**src/rtl/dxm_trng_bit_collector_pkg.sv**
```systemverilog
// Shared TRNG constants and helpers for the bit collector.
// Default word geometry plus the repetition-count update rule.
package dxm_trng_bit_collector_pkg;

  localparam int unsigned DXM_WORD_W    = 32;
  localparam int unsigned DXM_CNT_W     = 16;
  localparam int unsigned DXM_REP_LIMIT = 32;
  localparam int unsigned DXM_REP_W     = 8;

  typedef logic [DXM_REP_W-1:0] rep_cnt_t;

  // Run length after one more sample: restart at 1 on a change, else count up and saturate.
  function automatic rep_cnt_t rep_next(input rep_cnt_t cur, input logic same);
    if (!same) begin
      return rep_cnt_t'(1);
    end
    if (cur == '1) begin
      return cur;
    end
    return cur + rep_cnt_t'(1);
  endfunction

endpackage

```
**src/rtl/dxm_sync_2ff.sv**
```systemverilog
// Two-stage bit synchronizer for a signal asynchronous to clk.
module dxm_sync_2ff (
  input  logic clk,
  input  logic rst_n,
  input  logic d,
  output logic q
);

  logic meta;

  always_ff @(posedge clk) begin
    if (!rst_n) begin
      meta <= 1'b0;
      q    <= 1'b0;
    end else begin
      meta <= d;
      q    <= meta;
    end
  end

endmodule

```
**src/rtl/dxm_trng_bit_collector.sv**
```systemverilog
// Samples the synchronized ring-oscillator bit at a programmable rate, packs WORD_W bits per
// word (first sample in MSB), double-buffers into a valid/ready output and runs a repetition test.
module dxm_trng_bit_collector
  import dxm_trng_bit_collector_pkg::*;
#(
  parameter int unsigned WORD_W    = DXM_WORD_W,
  parameter int unsigned CNT_W     = DXM_CNT_W,
  parameter int unsigned REP_LIMIT = DXM_REP_LIMIT
) (
  input  logic              clk,
  input  logic              rst_n,
  input  logic              rosc_in,
  input  logic              enable,
  input  logic [CNT_W-1:0]  sample_cnt,
  output logic [WORD_W-1:0] data_out,
  output logic              data_valid,
  input  logic              data_ready,
  output logic              stall,
  output logic              rep_err
);

  localparam int unsigned BC_W = $clog2(WORD_W + 1);
  localparam logic [BC_W-1:0] BC_FULL = BC_W'(WORD_W);
  localparam logic [BC_W-1:0] BC_LAST = BC_W'(WORD_W - 1);
  localparam rep_cnt_t REP_HIT = rep_cnt_t'(REP_LIMIT);

  logic              sync_bit;
  logic [CNT_W-1:0]  cnt;
  logic [WORD_W-1:0] shreg;
  logic [WORD_W-1:0] word_next;
  logic [BC_W-1:0]   bitcnt;
  rep_cnt_t          repcnt;
  rep_cnt_t          repcnt_nxt;
  logic              enable_q;
  logic              buf_free;
  logic              full;
  logic              stall_c;
  logic              sample;
  logic              completing;
  logic              load_buf;

  dxm_sync_2ff u_sync (
    .clk   (clk),
    .rst_n (rst_n),
    .d     (rosc_in),
    .q     (sync_bit)
  );

  // Output handshake: data_out is held stable while data_valid=1; a word is consumed in any
  // cycle with data_valid & data_ready, and the buffer may be refilled in that same cycle.
  always_comb begin
    buf_free   = !data_valid || data_ready;
    full       = (bitcnt == BC_FULL);
    stall_c    = enable && full && !buf_free;
    sample     = enable && !stall_c && (cnt == '0);
    completing = sample && (bitcnt == BC_LAST);
    load_buf   = enable && buf_free && (full || completing);
    word_next  = {shreg[WORD_W-2:0], sync_bit};
    // shreg[0] is the previous sample; repcnt==0 marks that there is none yet.
    repcnt_nxt = rep_next(repcnt, (repcnt != '0) && (sync_bit == shreg[0]));
  end

  assign stall = stall_c;

  always_ff @(posedge clk) begin
    if (!rst_n) begin
      cnt        <= '0;
      shreg      <= '0;
      bitcnt     <= '0;
      repcnt     <= '0;
      enable_q   <= 1'b0;
      rep_err    <= 1'b0;
      data_out   <= '0;
      data_valid <= 1'b0;
    end else begin
      enable_q <= enable;
      if (!enable) begin
        cnt    <= sample_cnt;
        shreg  <= '0;
        bitcnt <= '0;
        repcnt <= '0;
        if (enable_q) begin
          rep_err <= 1'b0;
        end
      end else begin
        if (!stall_c) begin
          cnt <= (cnt == '0) ? sample_cnt : cnt - CNT_W'(1);
        end
        if (sample) begin
          shreg  <= word_next;
          repcnt <= repcnt_nxt;
          if (repcnt_nxt == REP_HIT) begin
            rep_err <= 1'b1;
          end
        end
        // A held full word leaves as a coincident sample starts the next word.
        if (full) begin
          if (buf_free) begin
            bitcnt <= sample ? BC_W'(1) : '0;
          end
        end else if (sample) begin
          bitcnt <= (completing && buf_free) ? '0 : bitcnt + BC_W'(1);
        end
      end
      if (load_buf) begin
        data_out   <= full ? shreg : word_next;
        data_valid <= 1'b1;
      end else if (data_ready) begin
        data_valid <= 1'b0;
      end
    end
  end

endmodule

```
**config.mk**
```make
export PLATFORM = sky130hd
export DESIGN_NAME = dxm_trng_bit_collector
export DESIGN_NICKNAME = d
export VERILOG_FILES = /design/src/rtl/dxm_trng_bit_collector_pkg.sv /design/src/rtl/dxm_sync_2ff.sv /design/src/rtl/dxm_trng_bit_collector.sv
export SDC_FILE = /design/constraint.sdc
export NUM_CORES = 1
export LEC_CHECK = 0
export ABC_AREA = 1
export CELL_PAD_IN_SITES_DETAIL_PLACEMENT = 1
export CELL_PAD_IN_SITES_GLOBAL_PLACEMENT = 2
export CORE_MARGIN = 2
export CORE_UTILIZATION = 32
export CTS_BUF_LIST = sky130_fd_sc_hd__clkbuf_4 sky130_fd_sc_hd__clkbuf_8 sky130_fd_sc_hd__clkbuf_16
export CTS_CLUSTER_SIZE = 28
export DETAILED_ROUTE_END_ITERATION = 12
export DONT_BUFFER_PORTS = 1
export GPL_ROUTABILITY_DRIVEN = 0
export HOLD_SLACK_MARGIN = 0.06
export PLACE_DENSITY = 0.75
export SLEW_MARGIN = 20
export SYNTH_ARGS = -nofsm -noshare
export SYNTH_HDL_FRONTEND = slang
export SYNTH_SLANG_ARGS = --single-unit
```
**constraint.sdc**
```tcl
create_clock -name clk -period 1.6 [get_ports clk]
set_input_delay 0.16 -clock clk [delete_from_list [all_inputs] [get_ports clk]]
set_output_delay 0.16 -clock clk [all_outputs]
set_load 0.03 [all_outputs]
```
After elaboration in Yosys (flattened, before gate mapping):

Cells that the tools add are included.

* register bits after elaboration: 99
* word-level logic and storage cells: 65

* add/sub/neg operators: 3
* eq/ne operators: 9
* multiplexer cells: 21
* reductions and logical operators: 22

Operators with widths (number)
* two-way mux 16 bit: 3
* two-way mux 32 bit: 1
* two-way mux 8 bit: 4
* two-way mux 6 bit: 4
* zero test 16 bit: 1
* subtractor 16 x 1 -> 16 bit, second input constant: 1
* logical AND 1 bit: 9
* two-way mux 1 bit: 9
* adder 8 x 1 -> 8 bit, second input constant: 1
* == test 8 x 6 -> 1 bit, second input constant: 1
* == test 8 bit, second input constant: 1
* nonzero test 8 bit: 1
* adder 6 x 1 -> 6 bit, second input constant: 1
* == test 6 x 5 -> 1 bit, second input constant: 1
* == test 6 bit, second input constant: 1
* nonzero test 2 bit: 3
* != test 2 x 1 -> 1 bit, second input constant: 2
* != test 2 bit, second input constant: 2
* AND reduction 2 bit: 2
* zero test 1 bit: 3
* AND reduction 3 bit: 1
* logical OR 1 bit: 2
* == test 1 bit: 1

Logic depth before layout (Yosys ltp):

* word-level depth: 12
* gate-level depth with buffers: 13
* gate-level depth less buffers: 12

Cells and area by module:

From an unflattened synthesis, not the netlist that was laid out.

* cells, all modules: 700
* area, all modules: 4931.0 um^2

Modules (own cells, without submodules)
* dxm_trng_bit_collector: times used 1, cells each 694, area an instance 4875.9 um^2
* dxm_sync_2ff: times used 1, cells each 6, area an instance 55.1 um^2

Worst setup path after synthesis:

OpenSTA, ideal clock, no wires.

* path type: reg-to-reg
* start: reg data_valid
* end: reg cnt[15]
* setup time: 0.134 ns
* arrival time: 1.686 ns
* path slack: -0.219 ns
* stages on the path, launching flop included: 9
* buffers on the path: 1
* period minus slack after synthesis: 1.819 ns
* cell sequence: dfxtp_1 -> nand2_1 -> nor2_1 -> nand2_2 -> inv_1 -> clkbuf_1 -> nor2_1 -> o21ai_0 -> a21oi_1

* cells in the longest elaborated chain, start to end: 5

Ends and longest elaborated chain
* start: declaration: RTL line dxm_trng_bit_collector.sv:16 `output logic data_valid,`
* start signal: assignment: RTL line dxm_trng_bit_collector.sv:74 `data_valid <= 1'b0;`
* start signal: assignment: RTL line dxm_trng_bit_collector.sv:107 `data_valid <= 1'b1;`
* start signal: assignment: RTL line dxm_trng_bit_collector.sv:109 `data_valid <= 1'b0;`
* zero test 1 bit: RTL line dxm_trng_bit_collector.sv:52 `buf_free = !data_valid || data_ready;`
* logical OR 1 bit: RTL line dxm_trng_bit_collector.sv:52
* zero test 1 bit: RTL line dxm_trng_bit_collector.sv:54 `stall_c = enable && full && !buf_free;`
* logical AND 1 bit: RTL line dxm_trng_bit_collector.sv:54
* net stall: RTL line dxm_trng_bit_collector.sv:18 `output logic stall,`
* != test 2 bit (no line)
* end signal: assignment: RTL line dxm_trng_bit_collector.sv:78 `cnt <= sample_cnt;`
* end signal: assignment: RTL line dxm_trng_bit_collector.sv:87 `cnt <= (cnt == '0) ? sample_cnt : cnt - CNT_W'(1);`
* end: declaration: RTL line dxm_trng_bit_collector.sv:28 `logic [CNT_W-1:0] cnt;`

The timed path passes the listed nets, and every way through them passes these cells.
A chain may end at the register's enable or synchronous reset.

Final worst setup path:

* start: reg bitcnt[0]
* end: reg data_out[6]

* cells in the longest elaborated chain, start to end: 9
* elaborated cells between the ends (all ways): 11

Ends and longest elaborated chain
* start: declaration: RTL line dxm_trng_bit_collector.sv:31 `logic [BC_W-1:0] bitcnt;`
* start signal: assignment: RTL line dxm_trng_bit_collector.sv:99 `bitcnt <= sample ? BC_W'(1) : '0;`
* start signal: assignment: RTL line dxm_trng_bit_collector.sv:102 `bitcnt <= (completing && buf_free) ? '0 : bitcnt + BC_W'(1);`
* == test 6 bit: RTL line dxm_trng_bit_collector.sv:53 `full = (bitcnt == BC_FULL);`
* logical AND 1 bit (2 in series): RTL line dxm_trng_bit_collector.sv:54
* zero test 1 bit
* logical AND 1 bit (2 in series): RTL line dxm_trng_bit_collector.sv:55 `sample = enable && !stall_c && (cnt == '0);`
* logical AND 1 bit: RTL line dxm_trng_bit_collector.sv:56 `completing = sample && (bitcnt == BC_LAST);`
* logical OR 1 bit: RTL line dxm_trng_bit_collector.sv:57 `load_buf = enable && buf_free && (full || completing);`
* logical AND 1 bit: RTL line dxm_trng_bit_collector.sv:57
* end signal: assignment: RTL line dxm_trng_bit_collector.sv:106 `data_out <= full ? shreg : word_next;`
* end: declaration: RTL line dxm_trng_bit_collector.sv:15 `output logic [WORD_W-1:0] data_out,`

Parallel ways exist; a longest one is shown, timed or not.

==> out/qor.yml <==
finalPower_uw: 5638
drc: 0
p_per_area_nw_per_um2: 746.1
die_w_um: 127.8
setup_viol: 91
crit_arrival_ps: 2060
power_frac_comb_pct: 17.7
swShare_pct: 27.76
final_common_cell: "nand2_1"
power_frac_seq_pct: 45.4
crit_slowest_cell: "dfxtp_4"
holdWs_ps: 62.86
grt_pass1_wl_um: 28190
dr_total_vias: 5220
core_um2: 15090
antenna_found_initial: 0
utilization_pct: 50.08
timing.critical_path.mode_cell: "buf_6"
rsz0062_at_grt: "yes"
regArea_um2: 2001
syn_nets: 720
path_clk_slew_ps: 70
p_clk_share_pct: 36.8
violations: "setup timing"
fmax_mhz: 543.5
grt_max_degree: 42
fin_cells: 1009
area_delta_synth_final_pct: 54.20
cp_data_required_time_ps: 1820
multiInputGateArea_um2: 3141
clock-sinks: 99
crit_type: "reg2reg"
cts_root_buf: "clkbuf_16"
fin_nets: 844
grtUsageTotal_pct: 21.89
worst-path-max-fanout: 10
status: "finished with violations"
fin_crit_ps: 1840
drt_wl_total_um: 18610
cpPeakStageDelay_ps: 360
ys_seq_area_share_pct: 40.44
drive_above_1_share_pct: 42.39
ys_warn_count: 0
hold_viol: 0
grt.overflow.total: 0
hp-start: "sample_cnt[0]"
crit_buf_inv: 7
grt_pass1_vias: 5542
drt_iter0_drc: 203
start_util_pct: 32.48
power.switching_uw: 1565
syn-cell-area_um2: 4901
fill_cells: 1785
placed_cells: 935
h-tree-depth: 3
hold_path_class: "in2reg"
numPortBuffers: 0
rows: 45
dieArea_um2: 16320
cap_violations: 0
drt-wirelength-per-cell_um: 18.44
finClkSkew_ps: 11.80
diodes: 0
period_share_pct: 115.0
layout_common_cells: "104 x nand2_1, 86 x dfxtp_1, 82 x buf_4"
crit_family: "buffers and inverters"
crit_chain: "inv_4, ha_4, nand2_4, nor2_4, buf_6, buf_6, inv_4, buf_6, nand2_8, buf_12, nand2_8, buf_16, nand2_1, a21oi_2"
vias_per_cell: 5.173
avgSynthCellArea_um2: 7.072
reg2reg_from: "bitcnt[0]"
syn_inst: 693
leakagePower_uw: 0.002884
cts_tree: "done"
p_int_uw: 4073
dr.pass1.iters: 4
cp-startpoint: "bitcnt[0]"
die_h_um: 127.8
maxSlewViolCount: 0
worstSetupEndpointType: "flip-flop"
cp-start-kind: "flip-flop"
netlist-cell-type-count: 26
ys_seq_elements: 99
ant_nets: 0
slew_headroom_pct: 58.64
clockBufferDepth: 2
clkLatencyLatePin_ps: 360
boundaryPins: 56
worst_slew_pin_slew_ps: 620.4
numCtsBuffers: 9
irDropWorstVdd_v: 0.0005998
dp.final_hpwl_um: 10610
postLayoutSetupSlackWorst_ps: -239.9
==> cells by family after synthesis <==
| logic type | after synthesis | share of synthesized area, % |
|---|---|---|
| xor gates and xnor gates | 15 | 2.681 |
| muxes | 3 | 0.6127 |
| AOI/OAI and AO/OA | 196 | 21.16 |
| DFF | 99 | 40.44 |
| buffers and inverters | 110 | 9.548 |
| and+or+nand+nor | 264 | 24.02 |
| adders and majority gates | 6 | 1.532 |
==> per-layer routing <==
layer	wire length, um	GRT usage [%]	part of all wire (%)	vias to the layer above
met3	585	4.341	3.1	38
met2	9767	41.05	52	98
li1	-	-	-	2518
met4	489	6.787	2.6	0
met1	7763	24.86	42	2566
met5	0	0	0	-
==> final timing paths <==
check,endpoint,slack (ps),depth (start not counted)
worst max-delay path,data_out[6],-240,14
worst min-delay path,cnt[0],60,4
worst max register to register,data_out[6],-240,14
worst min register to register,u_sync.q,460,2
==> metrics by stage <==
step	TNS (ps)	setup slack, ps	cell area (um^2)
floorplan	-716.2	-39.91	4926
global placement	-5278	-114.0	5761
detailed placement	-10660	-198.8	5761
CTS	-8520	-166.0	7064
global route	-22630	-342.8	7557
finish	-13290	-239.9	7557
==> synthesized netlist by cell type, drive strengths merged <==
cell type | instances | area (um^2)
ha | 6 | 75.07
nand4 | 6 | 37.54
xor2 | 8 | 70.07
nand2 | 150 | 585.6
o211ai | 5 | 37.54
and2 | 1 | 6.260
xnor2 | 7 | 61.31
mux2i | 3 | 30.03
o21ai | 95 | 475.5
a21oi | 95 | 516.7
dfxtp | 99 | 1982
nor2 | 55 | 231.5
nor3 | 2 | 10.01
clkbuf | 23 | 86.33
or2 | 1 | 6.260
nand3 | 49 | 300.3
a211oi | 1 | 7.510
buf | 14 | 107.6
inv | 73 | 274.0
==> registers in the layout, summed over array words and instances, names as in the netlist <==
name	flops
data_valid	1
repcnt	8
enable_q	1
data_out	32
shreg	32
u_sync.meta	1
cnt	16
rep_err	1
u_sync.q	1
bitcnt	6
==> tightest hold or removal path, cell delays in order <==
cell and delay (ps):
nand2_2 40, o21ai_2 50, o211ai_1 90, inv_1 50
==> power groups by stage <==
| stage | logic, uW | clock network [uW] | registers (uW) |
|---|---|---|---|
| 3_3_place_gp | 567 | 0 | 2600 |
| 3_5_place_dp | 584 | 0 | 2600 |
| 5_1_grt | 1060 | 2210 | 2560 |
| 6_report | 1000 | 2080 | 2560 |
| 4_1_cts | 767 | 2130 | 2550 |
| 2_1_floorplan | 306 | 0 | 2600 |
==> cell type report <==
class,instances,share of cell area [%]
repair inverters,1,0.09934
well taps,188,3.113
clock buffers,10,3.162
repair buffers,149,21.11
inverters,73,4.106
flip-flops and latches,99,26.47
multi-input cells,484,41.56
clock inverters,5,0.3808
==> what timing repair did <==
| action | in CTS | in global routing |
|---|---|---|
| endpoints found under the setup margin | 93 | 97 |
| pin swaps | 54 | 48 |
| endpoints found under the hold margin | 15 | 0 |
| resized for setup | 163 | 141 |
| hold buffers | 13 | 0 |
| buffers inserted | 31 | 13 |
| cloned | 9 | 4 |
No activity file was read; power rests on OpenSTA's default activity.
